`src/rtl/ps2_rx_buffered.sv`:
```
// PS/2 device-to-host receiver: clock glitch filter, odd-parity/stop checking,
// mid-frame inactivity timeout and a first-word-fall-through output FIFO.
// Ports:
//   clk, rst         system clock, asynchronous active-high reset
//   rx_clk, rx       PS/2 clock and data pins (asynchronous, idle high)
//   data_out         FIFO head byte, valid while data_valid=1
//   data_valid       FIFO not empty
//   data_ready       consumer accepts the head when data_valid & data_ready
//   fifo_count       FIFO occupancy 0..FIFO_DEPTH
//   busy             frame in progress
//   err_parity       pulse: parity failed, byte discarded
//   err_frame        pulse: stop bit was 0, byte discarded
//   err_timeout      pulse: frame aborted by inactivity timeout
//   overflow         pulse: good byte dropped because the FIFO was full
module ps2_rx_buffered #(
  parameter int unsigned FILTER_LEN     = 4,
  parameter int unsigned TIMEOUT_CYCLES = 100000,
  parameter int unsigned FIFO_DEPTH     = 8
) (
  input  logic                              clk,
  input  logic                              rst,
  input  logic                              rx_clk,
  input  logic                              rx,
  output logic [7:0]                        data_out,
  output logic                              data_valid,
  input  logic                              data_ready,
  output logic [$clog2(FIFO_DEPTH+1)-1:0]   fifo_count,
  output logic                              busy,
  output logic                              err_parity,
  output logic                              err_frame,
  output logic                              err_timeout,
  output logic                              overflow
);

  localparam int unsigned CW = $clog2(FIFO_DEPTH + 1);
  localparam int unsigned AW = $clog2(FIFO_DEPTH);
  localparam int unsigned FW = (FILTER_LEN > 1) ? $clog2(FILTER_LEN) : 1;
  localparam int unsigned TW = $clog2(TIMEOUT_CYCLES + 1);

  typedef enum logic [1:0] {S_IDLE, S_DATA, S_PARITY, S_STOP} state_t;

  logic          clk_s1, clk_s2, rx_s1, rx_s2;
  logic          filt, filt_d;
  logic [FW-1:0] fcnt;
  logic          sample_edge;

  state_t        state, state_n;
  logic [7:0]    shift, shift_n;
  logic [2:0]    bit_cnt, bit_n;
  logic          par_bit, par_n;
  logic [TW-1:0] to_cnt;
  logic          push_c, perr_c, ferr_c, tout_c;

  logic [7:0]    mem [FIFO_DEPTH];
  logic [AW-1:0] rd_ptr, wr_ptr, rd_ptr_n;
  logic [CW-1:0] count_n;
  logic [7:0]    head_n;
  logic          pop_c, wr_c, ovf_c;

  // Two-flop synchronisers, preset to the idle-high line level
  always_ff @(posedge clk or posedge rst) begin
    if (rst) begin
      clk_s1 <= 1'b1;
      clk_s2 <= 1'b1;
      rx_s1  <= 1'b1;
      rx_s2  <= 1'b1;
    end else begin
      clk_s1 <= rx_clk;
      clk_s2 <= clk_s1;
      rx_s1  <= rx;
      rx_s2  <= rx_s1;
    end
  end

  // Counter filter: accept a new clock level after FILTER_LEN consecutive differing samples
  always_ff @(posedge clk or posedge rst) begin
    if (rst) begin
      filt   <= 1'b1;
      filt_d <= 1'b1;
      fcnt   <= '0;
    end else begin
      filt_d <= filt;
      if (clk_s2 != filt) begin
        if (fcnt == FW'(FILTER_LEN - 1)) begin
          filt <= clk_s2;
          fcnt <= '0;
        end else begin
          fcnt <= fcnt + FW'(1);
        end
      end else begin
        fcnt <= '0;
      end
    end
  end

  assign sample_edge = filt_d & ~filt;

  // State register
  always_ff @(posedge clk or posedge rst) begin
    if (rst) state <= S_IDLE;
    else     state <= state_n;
  end

  // Frame sequencing, frame evaluation and timeout abort
  always_comb begin
    state_n = state;
    shift_n = shift;
    bit_n   = bit_cnt;
    par_n   = par_bit;
    push_c  = 1'b0;
    perr_c  = 1'b0;
    ferr_c  = 1'b0;
    tout_c  = 1'b0;
    if (sample_edge) begin
      case (state)
        S_IDLE: begin
          if (!rx_s2) begin
            state_n = S_DATA;
            shift_n = '0;
            bit_n   = '0;
            par_n   = 1'b0;
          end
        end
        S_DATA: begin
          shift_n = {rx_s2, shift[7:1]};
          bit_n   = bit_cnt + 3'd1;
          if (bit_cnt == 3'd7) state_n = S_PARITY;
        end
        S_PARITY: begin
          par_n   = rx_s2;
          state_n = S_STOP;
        end
        S_STOP: begin
          state_n = S_IDLE;
          // Odd parity: data bits XOR parity bit must be 1; parity error wins over stop error
          if ((^shift ^ par_bit) == 1'b0) perr_c = 1'b1;
          else if (!rx_s2)                ferr_c = 1'b1;
          else                            push_c = 1'b1;
        end
        default: state_n = S_IDLE;
      endcase
    end else if (state != S_IDLE && to_cnt == TW'(TIMEOUT_CYCLES)) begin
      state_n = S_IDLE;
      tout_c  = 1'b1;
    end
  end

  // Shift register, bit counter, parity bit, inactivity timer
  always_ff @(posedge clk or posedge rst) begin
    if (rst) begin
      shift   <= '0;
      bit_cnt <= '0;
      par_bit <= 1'b0;
      to_cnt  <= '0;
    end else begin
      shift   <= shift_n;
      bit_cnt <= bit_n;
      par_bit <= par_n;
      if (sample_edge || state == S_IDLE || tout_c) to_cnt <= '0;
      else if (to_cnt != TW'(TIMEOUT_CYCLES))       to_cnt <= to_cnt + TW'(1);
    end
  end

  // FIFO control: a pop in the same cycle frees room for a push into a full FIFO
  always_comb begin
    pop_c    = data_valid & data_ready;
    wr_c     = push_c & ((fifo_count != CW'(FIFO_DEPTH)) | pop_c);
    ovf_c    = push_c & ~wr_c;
    rd_ptr_n = pop_c ? rd_ptr + AW'(1) : rd_ptr;
    count_n  = fifo_count;
    if (wr_c && !pop_c)      count_n = fifo_count + CW'(1);
    else if (!wr_c && pop_c) count_n = fifo_count - CW'(1);
    // The new head is the byte being written when the read pointer lands on the write slot
    if (wr_c && rd_ptr_n == wr_ptr) head_n = shift;
    else                            head_n = mem[rd_ptr_n];
  end

  // FIFO storage
  always_ff @(posedge clk) begin
    if (wr_c) mem[wr_ptr] <= shift;
  end

  // FIFO pointers and registered outputs
  always_ff @(posedge clk or posedge rst) begin
    if (rst) begin
      rd_ptr      <= '0;
      wr_ptr      <= '0;
      fifo_count  <= '0;
      data_out    <= '0;
      data_valid  <= 1'b0;
      busy        <= 1'b0;
      err_parity  <= 1'b0;
      err_frame   <= 1'b0;
      err_timeout <= 1'b0;
      overflow    <= 1'b0;
    end else begin
      rd_ptr      <= rd_ptr_n;
      if (wr_c) wr_ptr <= wr_ptr + AW'(1);
      fifo_count  <= count_n;
      if (count_n != '0) data_out <= head_n;
      data_valid  <= (count_n != '0);
      busy        <= (state_n != S_IDLE);
      err_parity  <= perr_c;
      err_frame   <= ferr_c;
      err_timeout <= tout_c;
      overflow    <= ovf_c;
    end
  end

endmodule

```
`config.mk`:
```
export PLATFORM = sky130hd
export DESIGN_NAME = ps2_rx_buffered
export DESIGN_NICKNAME = d
export VERILOG_FILES = /design/src/rtl/ps2_rx_buffered.sv
export SDC_FILE = /design/constraint.sdc
export NUM_CORES = 1
export LEC_CHECK = 0
export ABC_AREA = 1
export CORE_MARGIN = 1
export CORE_UTILIZATION = 57
export CTS_CLUSTER_DIAMETER = 60
export DETAILED_ROUTE_END_ITERATION = 10
export PLACE_DENSITY = 0.75
export SLEW_MARGIN = 0
export SYNTH_ARGS = -nofsm -noshare
export SYNTH_HDL_FRONTEND = slang
export SYNTH_SLANG_ARGS = --single-unit
```
`constraint.sdc`:
```
create_clock -name clk -period 2.85 [get_ports clk]
set_clock_uncertainty 0.1 [all_clocks]
set_input_delay 0.57 -clock clk [delete_from_list [all_inputs] [get_ports clk]]
set_output_delay 0.57 -clock clk [all_outputs]
set_load 0.02 [all_outputs]
```
# After elaboration in Yosys (flattened, before gate mapping)
# Memories as Yosys holds them, arrays and structs flattened. A register that Yosys moved wholly into a read port is not among the register bits.
# Cells that the tools add are included.
classes:
  addsub: 7
  n_eq_ne: 10
  n_mux: 33
  n_bitwise: 8
  reduce_logical: 18
op_table:
  columns: ["operator", "count"]
  rows:
  - ["17-bit 2-to-1 mux", 2]
  - ["17-bit by 1-bit adder with 17-bit output, second input constant", 1]
  - ["17-bit == test, second input constant", 1]
  - ["17-bit != test, second input constant", 1]
  - ["1-bit 2-to-1 mux", 16]
  - ["8-bit case mux with 2 select lines", 1]
  - ["2-bit 2-to-1 mux", 6]
  - ["2-bit nonzero test", 5]
  - ["3-bit by 1-bit adder with 3-bit output, second input constant", 3]
  - ["4-bit 2-to-1 mux", 2]
  - ["8-bit 2-to-1 mux", 1]
  - ["2-bit case mux with 4 select lines", 1]
  - ["8-bit parity", 1]
  - ["2-bit == test, second input constant", 3]
  - ["3-bit 2-to-1 mux", 2]
  - ["3-bit case mux with 2 select lines", 1]
  - ["3-bit AND reduction", 2]
  - ["4-bit by 1-bit adder with 4-bit output, second input constant", 1]
  - ["1-bit AND", 4]
  - ["4-bit != test, second input constant", 1]
  - ["4-bit nonzero test", 1]
  - ["4-bit by 1-bit subtractor with 4-bit output, second input constant", 1]
  - ["3-bit == test, second input constant", 1]
  - ["1-bit logical AND", 3]
  - ["other kinds (12)", 15]
totals:
  reg_bits: 55
  ram_bits: 64
  word_cells: 98
  memories: 1
mem_list:
  columns: ["name", "words", "word_bits", "rd", "rd_ports_with_merged_regs", "write_ports", "line_no", "source"]
  rows:
  - ["mem", 8, 8, 1, 1, 1, "54", "logic [7:0] mem [FIFO_DEPTH];"]

# Depth between registers and ports, before layout
# Gate-level depths: netlist of run 1.
depth:
  depth_word: 11
  ltp_mapped: 17
  ltp_nobuf: 17

# Least setup slack after synthesis of run 1
# No wires, ideal clock.
synth_timing:
  path_type: "reg2reg"
  from: "reg shift[2]"
  to: "mem mem[4][0], enable pin"
  arrival_ps: 2002
  required_ps: 2367
  path_slack_ps: 365
  path_stages_with_launch: 14
  n_path_buf: 0
  period_less_slack_ps: 2485
  path_cell_list: "dfrtp_1 inv_2 nand2_1 nand3_1 nand2_1 nand2_2 nand2_1 nand2_2 nand2_2 nor2_4 nand2_1 inv_2 nand2_1 nor3_1"
synth_via:
  elab_chain_len: 8
synth_rtl:
  columns: ["element", "line_no", "source"]
  rows:
  - ["from (decl)", "48", "logic [7:0] shift, shift_n;"]
  - ["from (signal assigned)", "156", "shift <= shift_n;"]
  - ["8-bit parity", "136", "if ((^shift ^ par_bit) == 1'b0) perr_c = 1'b1;"]
  - ["1-bit bitwise XOR", "136", null]
  - ["1-bit 2-to-1 mux", "136", null]
  - ["1-bit 2-to-1 mux", "115", "case (state)"]
  - ["1-bit 2-to-1 mux", "114", "if (sample_edge) begin"]
  - ["1-bit AND", "167", "wr_c = push_c & ((fifo_count != CW'(FIFO_DEPTH)) | pop_c);"]
  - ["1-bit 2-to-1 mux", "180", "if (wr_c) mem[wr_ptr] <= shift;"]
  - ["1-bit 2-to-1 mux (not written as such)", "180", null]
  - ["to (decl)", "54", null]
# Every way passes these cells.

# Final worst setup path of run 1
layout_timing:
  from: "reg shift[1]"
  to: "mem mem[4][7], enable pin"
# Same word-level chain as after synthesis.

==> impl_metrics.py, run 1 <==
metrics = {
    "global_route": {
        "grt_pass1_wl_mm": 20.2,
        "grt_max_degree": 34,
        "antenna_found_initial": 0,
        "first_global_vias": 4006,
        "grt.overflow.total": 0,
        "grt_usage_pct": 26.9,
    },
    "cts": {
        "postCtsSetupRepairBufs": 0,
        "clock_sinks": 127,
        "clock_latency_ns": 0.52,
        "hold_buffers": 0,
        "clockBufferDepth": 2,
        "cts_inserted_buffers": 17,
        "path_clk_slew_ns": 0.06,
        "cts_tree": "yes",
        "cts.repair.resized": 0,
        "htreeDepth": 4,
        "cts_root_buffer": "clkbuf_8",
    },
    "logic_synthesis": {
        "synth_top_cell_area_share_pct": 33.7,
        "synth.avg_cell_area_um2": 9.92,
        "syn_nets": 589,
        "yosysSeqAreaShare_pct": 61.4,
        "synth_flop_cell": "edfxtp_1",
        "ys_ff_latch": 127,
        "synth_cells": 575,
        "synthTopCellsByArea": "edfxtp_1, dfrtp_1, nand2_1",
        "yosys_warnings": 0,
        "ys_async_sr_fraction_pct": 49.6,
        "yosysTopAreaCell": "edfxtp_1",
        "synth_area_um2": 5710,
        "synth_edf_count": 64,
        "synth.distinct_cells": 41,
    },
    "setup_path": {
        "r2r_end": "mem[4][7]",
        "worstRegToRegCells": 13,
        "max_stage_delay_ns": 0.65,
        "startpoint_type": "flop",
        "crit_type": "flop to flop",
        "crit_slowest_cell": "dfrtp_1",
        "r2r_start": "shift[1]",
        "crit_arrival_ns": 2.75,
        "path_max_fanout": 11,
        "crit_top_cell": "nand2_1",
        "endpoint_kind": "flop",
        "cp.required_ns": 2.97,
        "r2r_setup_slack_ns": 0.23,
        "path_cells": "nand2_1 -> nand2_1 -> nand2_1 -> nand2_1 -> inv_1 -> nand3_2 -> nand2_2 -> nor2_4 -> nand2_1 -> inv_2 -> nand2_1 -> nor3_1 -> buf_4",
    },
    "sta": {
        "tightestPinTransition_ns": 0.857,
        "hold_violations": 0,
        "min_period_ns": 2.62,
        "slew_headroom_pct": 42.6,
        "fmax_mhz": 381,
        "timing.final.ws_setup_ns": 0.226,
        "rsz0062_at_grt": "no",
        "setup_viol": 0,
        "period_share_pct": 92.1,
        "slew_viol_final": 0,
    },
    "placement": {
        "dp_hpwl_mm": 8.63,
        "dpl-instance-area_um2": 6250,
        "pre_cts_ws_ns": -0.0113,
        "io_buffer_count": 22,
        "gp_congestion": 0.923,
    },
    "routing": {
        "drc": 0,
        "vias": 4298,
        "drt-pass1-iter-count": 5,
        "dr.first_iter.drc_count": 299,
        "via_per_inst": 5.56,
        "post_drt_wl_per_cell_um": 16.7,
        "ant_nets": 0,
        "wl_mm": 12.9,
    },
    "finish": {
        "syn2layout_area_growth_pct": 19.0,
        "antenna_cells": 0,
        "stdcell_area_um2": 6790,
        "layout.nets": 641,
        "drive_gt1_share_pct": 15.0,
    },
    "power_and_ir_drop": {
        "p_total_mw": 7.42,
        "power_density_nw_per_um2": 1090,
        "p_leak_nw": 2.89,
        "irDropWorstVdd_uv": 989,
    },
    "die": {
        "pin_count": 23,
        "core.rowCount": 36,
        "initial_core_util_pct": 58.6,
        "core-area_um2": 9730,
        "die_y_um": 102,
        "die_x_um": 102,
        "die_area_um2": 10400,
    },
    "worst_hold_path": {
        "min_to": "clk_s2",
        "min_path_type": "flop to flop",
        "holdCritStartpoint": "clk_s1",
        "min_path_cells": 0,
    },
    "status": {
        "outcome": "completed",
    },
    "job": {
        "maxCapViolCount": 0,
    },
}
[layout make-up]
class,count,area [um^2]
inverter,54,203
timing repair buffer,44,435
sequential,127,3510
fill,748,2940
tap,133,166
clock inverter,13,118
multi-input combinational,383,1940
clock buffer,19,422
[registers in the layout, summed over array words and instances, names as in the netlist, 2 cells and up]
name,count
shift,8
data_out,8
state,2
wr_ptr,3
mem,64
fcnt,2
to_cnt,17
fifo_count,4
bit_cnt,3
rd_ptr,3
[cells in the mapped netlist (2+ instances only)]
library cell	instances
a21oi_1	44
buf_2	5
clkbuf_1	5
dfrtp_1	57
dfstp_2	6
edfxtp_1	64
ha_1	9
inv_1	42
inv_2	11
nand2_1	169
nand2_2	10
nand2_4	3
nand3_1	23
nand3_2	4
nand4_1	4
nor2_1	31
nor2_8	2
nor3_1	19
nor4_1	5
o21ai_0	23
o21ai_1	7
o22ai_1	8
xor2_1	6
[kinds of logic (layout without fill, tap and decap cells)]
family,count (synthesis),count (layout),synth area share [%]
DFF,127,127,61.4
buffers and inverters,65,130,4.52
AOI/OAI and AO/OA,90,90,8.66
and+or+nand+nor,276,276,22.0
adders and majority gates,9,9,1.97
xor gates and xnor gates,8,8,1.36
[how the worst max path moves through the flow]
stage,start,to,slack (ns),cells past startpoint
2_1_floorplan,shift[2],mem[4][0],0.36,13
3_5_place_dp,data_ready,data_out[0],-0.01,13
4_1_cts,shift[0],mem[4][7],0.28,13
6_report,shift[1],mem[4][7],0.23,13
5_1_grt,shift[1],mem[4][4],0.03,13
3_3_place_gp,data_ready,data_out[5],0.05,13
[per-stage QoR]
step                      utilization, %  instances  TNS [ns]  hold WS [ns]
after floorplan                        -        575         0         0.245
after global placement              64.3        741         0         0.248
after detailed placement            64.3        741   -0.0177         0.249
after CTS                           69.8        773         0         0.258
after global routing                69.8        773         0         0.263
final                               69.8        773         0         0.256
[metal layers]
| metal | vias up | part of all wire (%) | global-route usage, % | wire length, um |
|---|---|---|---|---|
| met4 | 0 | 3.1 | 11.4 | 396 |
| met2 | 157 | 50 | 44.6 | 6470 |
| met3 | 30 | 5.7 | 7.05 | 730 |
| met5 | - | 0 | 0 | 0 |
| li1 | 2046 | - | - | - |
| met1 | 2065 | 41 | 33.6 | 5320 |
[power by group]
part	internal [mW]	total, mW	switching [mW]	leakage (nW)
clock network	1.15	1.95	0.792	0.252
registers	2.24	2.48	0.239	1.39
logic	1.06	3.00	1.94	1.24
[worst max-delay path: cells and delay by family, from the launching register on]
kind / cells / cell delay, ns
buffers and inverters: 3 / 0.39
and+or+nand+nor: 10 / 1.18
DFF: 1 / 0.65
[cells in the final DEF, fill, tap and decap left out, drive strengths merged, types with 9 or more instances in the layout]
cell type	synthesis	final
a21oi	44	44
buf	6	22
clkbuf	5	19
clkdlybuf4s50	0	22
dfrtp	57	57
edfxtp	64	64
ha	9	9
inv	53	54
nand2	182	182
nand3	28	28
nor2	35	35
nor3	20	20
o21ai	32	32
No activity file was read; power rests on OpenSTA's default activity.
==> inputs of run 2 (changes only) <==
CTS_BUF_LIST = sky130_fd_sc_hd__clkbuf_4 sky130_fd_sc_hd__clkbuf_8   (was default)
clock period = 3.4 ns   (was 2.85 ns; I/O delays follow)
==> run 2 against run 1 <==
Utilization shrank 2.6 points. Global-route usage shrank 1.5 points. Worst setup slack gained 0.53 ns. Combinational power shrank 25%. Fmax shrank 0.78%. Register-to-register slack gained 0.53 ns. Cell area shrank 3.7%. First-iteration DRC count shrank 3.7%. Critical path depth grew 1. Die area is the same. Via count shrank 1.3%. Critical path type unchanged. Highest routed layer unchanged.
==> impl_metrics.py, run 2 (synthesized netlist as in run 1, its figures left out) <==
metrics = {
    "status": {
        "outcome": "completed",
    },
    "finish": {
        "largest_reg_flops": 64,
        "antenna_cells": 0,
        "syn2layout_area_growth_pct": 14.6,
        "finalNonFillerCells": 765,
        "fillers": 752,
        "largest-register": "mem",
        "layout.nets": 633,
        "drive_gt1_share_pct": 14.2,
        "layout_common_cells": "nand2_1, edfxtp_1, dfrtp_1",
        "reg_top3": "mem (64), to_cnt (17)",
        "final_common_cell": "nand2_1",
    },
    "sta": {
        "fmax_mhz": 378,
        "slew_headroom_pct": 38.7,
        "fin_setup_tns_ns": 0,
        "min_period_ns": 2.65,
        "hold_violations": 0,
        "tightestPinTransition_ns": 0.916,
        "period_share_pct": 77.8,
        "setup_viol": 0,
        "slew_viol_final": 0,
        "timing.final.ws_setup_ns": 0.755,
        "whs_ns": 0.257,
        "rsz0062_at_grt": "no",
    },
    "routing": {
        "wl_mm": 12.2,
        "dr.first_iter.drc_count": 288,
        "ant_nets": 0,
        "vias": 4241,
        "via_per_inst": 5.54,
        "drt-pass1-iter-count": 5,
        "drc": 0,
        "post_drt_wl_per_cell_um": 15.9,
    },
    "power_and_ir_drop": {
        "power_density_nw_per_um2": 866,
        "power.internal_mw": 3.31,
        "p_comb_share_pct": 39.8,
        "p_switching_mw": 2.35,
        "power.share.switching_pct": 41.5,
        "clkPwrFrac_pct": 22.7,
        "irDropWorstVdd_uv": 488,
        "p_seq_share_pct": 37.5,
        "p_total_mw": 5.66,
        "p_leak_nw": 2.77,
    },
    "cts": {
        "path_clk_slew_ns": 0.08,
        "clockBufferDepth": 2,
        "cts_tree": "yes",
        "cts.repair.resized": 0,
        "hold_buffers": 0,
        "postCtsSetupRepairBufs": 0,
        "clock_sinks": 127,
        "cts_root_buffer": "clkbuf_8",
        "clock_latency_ns": 0.43,
        "cts_inserted_buffers": 17,
        "htreeDepth": 4,
    },
    "setup_path": {
        "cp.required_ns": 3.44,
        "startpoint_type": "flop",
        "path_cells": "inv_2 -> nand2_1 -> nand2_1 -> nand2_1 -> nand2_1 -> inv_1 -> nand3_2 -> nand2_2 -> nor2_4 -> nand2_1 -> inv_2 -> nand2_1 -> nor3_1 -> buf_4",
        "crit_top_cell": "nand2_1",
        "crit_type": "flop to flop",
        "crit_arrival_ns": 2.68,
        "crit_slowest_cell": "dfrtp_1",
        "path_max_fanout": 11,
        "endpoint_kind": "flop",
        "max_stage_delay_ns": 0.58,
    },
    "die": {
        "die_y_um": 102,
        "die_x_um": 102,
        "die_area_um2": 10400,
        "initial_core_util_pct": 58.6,
        "pin_count": 23,
        "core-area_um2": 9730,
        "core.rowCount": 36,
    },
    "placement": {
        "gp_congestion": 0.896,
        "dp_hpwl_mm": 8.33,
        "dp_cells": 733,
        "pre_cts_ws_ns": 0.403,
        "io_buffer_count": 22,
    },
    "global_route": {
        "grt_usage_pct": 25.4,
        "gr-usage-met2_pct": 42.3,
        "grt.overflow.total": 0,
        "antenna_found_initial": 0,
        "grt_max_degree": 34,
        "use_met3_pct": 6.43,
        "use_met1_pct": 32.2,
        "grt_pass1_wl_mm": 19.4,
        "top_usage_layer": "met2",
        "first_global_vias": 4013,
    },
    "job": {
        "maxCapViolCount": 0,
    },
    "worst_hold_path": {
        "min_path_type": "flop to flop",
    },
}
## run 2: cell types whose count changed in the layout (fill, tap and decap cells not counted)
cell        before  now
buf_12           4    0
buf_4           18   14
clkbuf_8         1   18
clkbuf_16       16    0
clkinvlp_4       4    3
clkbuf_4         0    1
clkbuf_1         2    0
bufinv_16        1    2
## run 2: per-layer routing
metal	vias to the layer above	routed length [um]
met5	-	0
met4	0	285
met3	28	860
met2	156	5970
met1	2029	5060
li1	2028	-
## run 2: path summary, 6_finish.rpt
kind | slack, ns | from | end | depth (start not counted)
setup reg to reg | 0.75 | shift[5] | mem[6][2] | 14
min in group asynchronous | 0.46 | rst | data_out[7] | 2
setup / recovery | 0.75 | shift[5] | mem[6][2] | 14
max in group asynchronous | 1.97 | rst | filt_d | 3
hold / removal | 0.26 | clk_s1 | clk_s2 | 0
hold reg to reg | 0.26 | clk_s1 | clk_s2 | 0
## run 2: worst max-delay path: cells and delay by family, from the launching register on
kind / cells / cell delay [ns]
buffers and inverters: 4 / 0.59
flip-flops: 1 / 0.58
AND/OR/NAND/NOR: 10 / 1.08
## run 2: layout make-up
type                            instances  area (um^2)  area share [%]
Clock buffer                           19          255            3.90
Clock inverter                         13          140            2.14
Multi-Input combinational cell        383         1940            29.7
Tap cell                              133          166            2.55
Sequential cell                       127         3510            53.6
Inverter                               54          203            3.10
Timing Repair Buffer                   36          325            4.98
## run 2: through the flow
step	util, %	area (um^2)
3_3_place_gp	63.1	6140
5_1_grt	67.2	6540
4_1_cts	67.2	6540
3_5_place_dp	63.1	6140
6_report	67.2	6540
2_1_floorplan	-	5710
## run 2: power by group through the flow
stage	Combinational (mW)	Sequential (mW)	Clock, mW
6_report	2.25	2.12	1.28
5_1_grt	2.49	2.15	1.36
4_1_cts	2.26	2.12	1.30
3_5_place_dp	2.24	2.15	0
3_3_place_gp	2.17	2.14	0
2_1_floorplan	1.51	2.16	0
==> inputs of run 3 (changes only) <==
clock period = 2.53 ns   (was 3.4 ns; I/O delays follow)
==> run 3 against run 2 <==
Power grew 42%. Sequential cell count unchanged. Routed wire length down 2.0%. First-iteration DRC count fell by 26%. Global-route usage fell by 0.22 points. Clock power increased by 46%. Critical path type unchanged. Highest routed layer unchanged.
==> impl_metrics.py, run 3 (synthesized netlist as in run 1, its figures left out) <==
metrics = {
    "status": {
        "outcome": "completed",
    },
    "power_and_ir_drop": {
        "p_comb_share_pct": 42.2,
        "p_seq_share_pct": 34.5,
        "p_leak_nw": 2.91,
        "p_switching_mw": 3.18,
        "power.share.switching_pct": 39.5,
        "clkPwrFrac_pct": 23.3,
        "power_density_nw_per_um2": 1190,
        "irDropWorstVdd_uv": 627,
        "power.internal_mw": 4.86,
        "p_total_mw": 8.04,
    },
    "cts": {
        "cts_inserted_buffers": 17,
        "clock_latency_ns": 0.43,
        "clock_sinks": 127,
        "cts_root_buffer": "clkbuf_8",
        "htreeDepth": 4,
        "hold_buffers": 0,
        "clockBufferDepth": 2,
        "cts_tree": "yes",
        "path_clk_slew_ns": 0.07,
    },
    "placement": {
        "io_buffer_count": 22,
        "gp_congestion": 0.905,
        "pre_cts_ws_ns": -0.0520,
        "dp_hpwl_mm": 8.18,
    },
    "die": {
        "core-area_um2": 9730,
        "core.rowCount": 36,
        "pin_count": 23,
        "die_y_um": 102,
        "die_x_um": 102,
        "die_area_um2": 10400,
        "initial_core_util_pct": 58.6,
    },
    "sta": {
        "slew_viol_final": 0,
        "period_share_pct": 92.7,
        "whs_ns": 0.257,
        "rsz0062_at_grt": "yes",
        "min_period_ns": 2.35,
        "hold_violations": 0,
        "tightestPinTransition_ns": 0.939,
        "timing.final.ws_setup_ns": 0.184,
        "slew_headroom_pct": 37.1,
        "setup_viol": 0,
        "fmax_mhz": 426,
    },
    "setup_path": {
        "startpoint_type": "flop",
        "path_max_fanout": 8,
        "critical-path-top-delay-family": "simple AND/OR/NAND/NOR gates",
        "crit_type": "flop to flop",
        "max_stage_delay_ns": 0.55,
        "critical_path_buf_inv_count": 4,
        "path_cells": "nand2_4 -> inv_2 -> nand3_2 -> nor2_1 -> inv_1 -> nor2_4 -> nand2_1 -> inv_2 -> nand2_1 -> nor3_1 -> buf_4",
        "crit_arrival_ns": 2.38,
        "cp.required_ns": 2.56,
        "crit_slowest_cell": "dfstp_2",
        "endpoint_kind": "flop",
    },
    "routing": {
        "wl_mm": 11.9,
        "post_drt_wl_per_cell_um": 15.2,
        "wl_met3_um": 646,
        "vias": 4185,
        "drt-pass1-iter-count": 5,
        "dr.first_iter.drc_count": 214,
        "via_per_inst": 5.34,
        "ant_nets": 0,
        "drc": 0,
        "top_layer_used": "met4",
        "wl_met2_mm": 5.74,
        "met1_length_mm": 5.25,
    },
    "global_route": {
        "grt.overflow.total": 0,
        "grt_usage_pct": 25.2,
        "antenna_found_initial": 0,
        "first_global_vias": 4002,
        "grt_max_degree": 64,
        "grt_pass1_wl_mm": 19.2,
    },
    "finish": {
        "syn2layout_area_growth_pct": 18.3,
        "fillers": 749,
        "reg_top3": "mem (64), to_cnt (17)",
        "final_common_cell": "nand2_1",
        "drive_gt1_share_pct": 16.6,
        "antenna_cells": 0,
        "post-route-util_pct": 69.4,
        "largest-register": "mem",
        "layout_common_cells": "nand2_1, edfxtp_1, dfrtp_1",
        "largest_reg_flops": 64,
        "layout.nets": 651,
    },
    "job": {
        "maxCapViolCount": 0,
    },
    "worst_hold_path": {
        "min_path_type": "flop to flop",
    },
}
## run 3: power by group through the flow
stage	Sequential, mW	Clock (mW)	Combinational (mW)
finish	2.77	1.87	3.40
global route	2.81	1.99	3.81
CTS	2.77	1.91	3.40
detailed placement	2.81	0	3.37
global placement	2.80	0	3.27
floorplan	2.91	0	2.07
## run 3: layout make-up
| class | instances | area (um^2) | area share, % |
|---|---|---|---|
| Clock buffer | 18 | 241 | 3.58 |
| Tap cell | 133 | 166 | 2.46 |
| Inverter | 54 | 203 | 3.00 |
| Clock inverter | 14 | 190 | 2.82 |
| Sequential cell | 127 | 3510 | 51.9 |
| Multi-Input combinational cell | 383 | 1950 | 28.8 |
| Timing Repair Buffer | 54 | 498 | 7.38 |
## run 3: path summary, 6_finish.rpt
check,depth (start not counted),from,end,slack [ns]
worst min register to register,0,clk_s1,clk_s2,0.26
worst max register to register,11,filt_d,mem[6][4],0.18
min in group asynchronous,3,rst,data_out[3],0.33
max in group asynchronous,3,rst,clk_s2,1.63
worst min-delay path,0,clk_s1,clk_s2,0.26
worst max-delay path,11,filt_d,mem[6][4],0.18
## run 3: what timing repair did
item / 4_1_cts / 5_1_grt
gates resized for setup: 0 / 1
buffers inserted: 0 / 0
setup endpoints to repair: 0 / 17
## run 3: per-stage QoR
step	instances	instance area, um^2	TNS, ns
3_3_place_gp	751	6310	-0.0701
2_1_floorplan	575	5710	0
5_1_grt	783	6750	-0.534
3_5_place_dp	751	6310	-0.163
6_report	783	6750	0
4_1_cts	783	6750	0
## run 3: routing by layer
layer,GRT usage [%],vias to the layer above
li1,-,2065
met2,39.8,117
met4,10.7,0
met1,33.3,1983
met5,0,-
met3,6.57,20
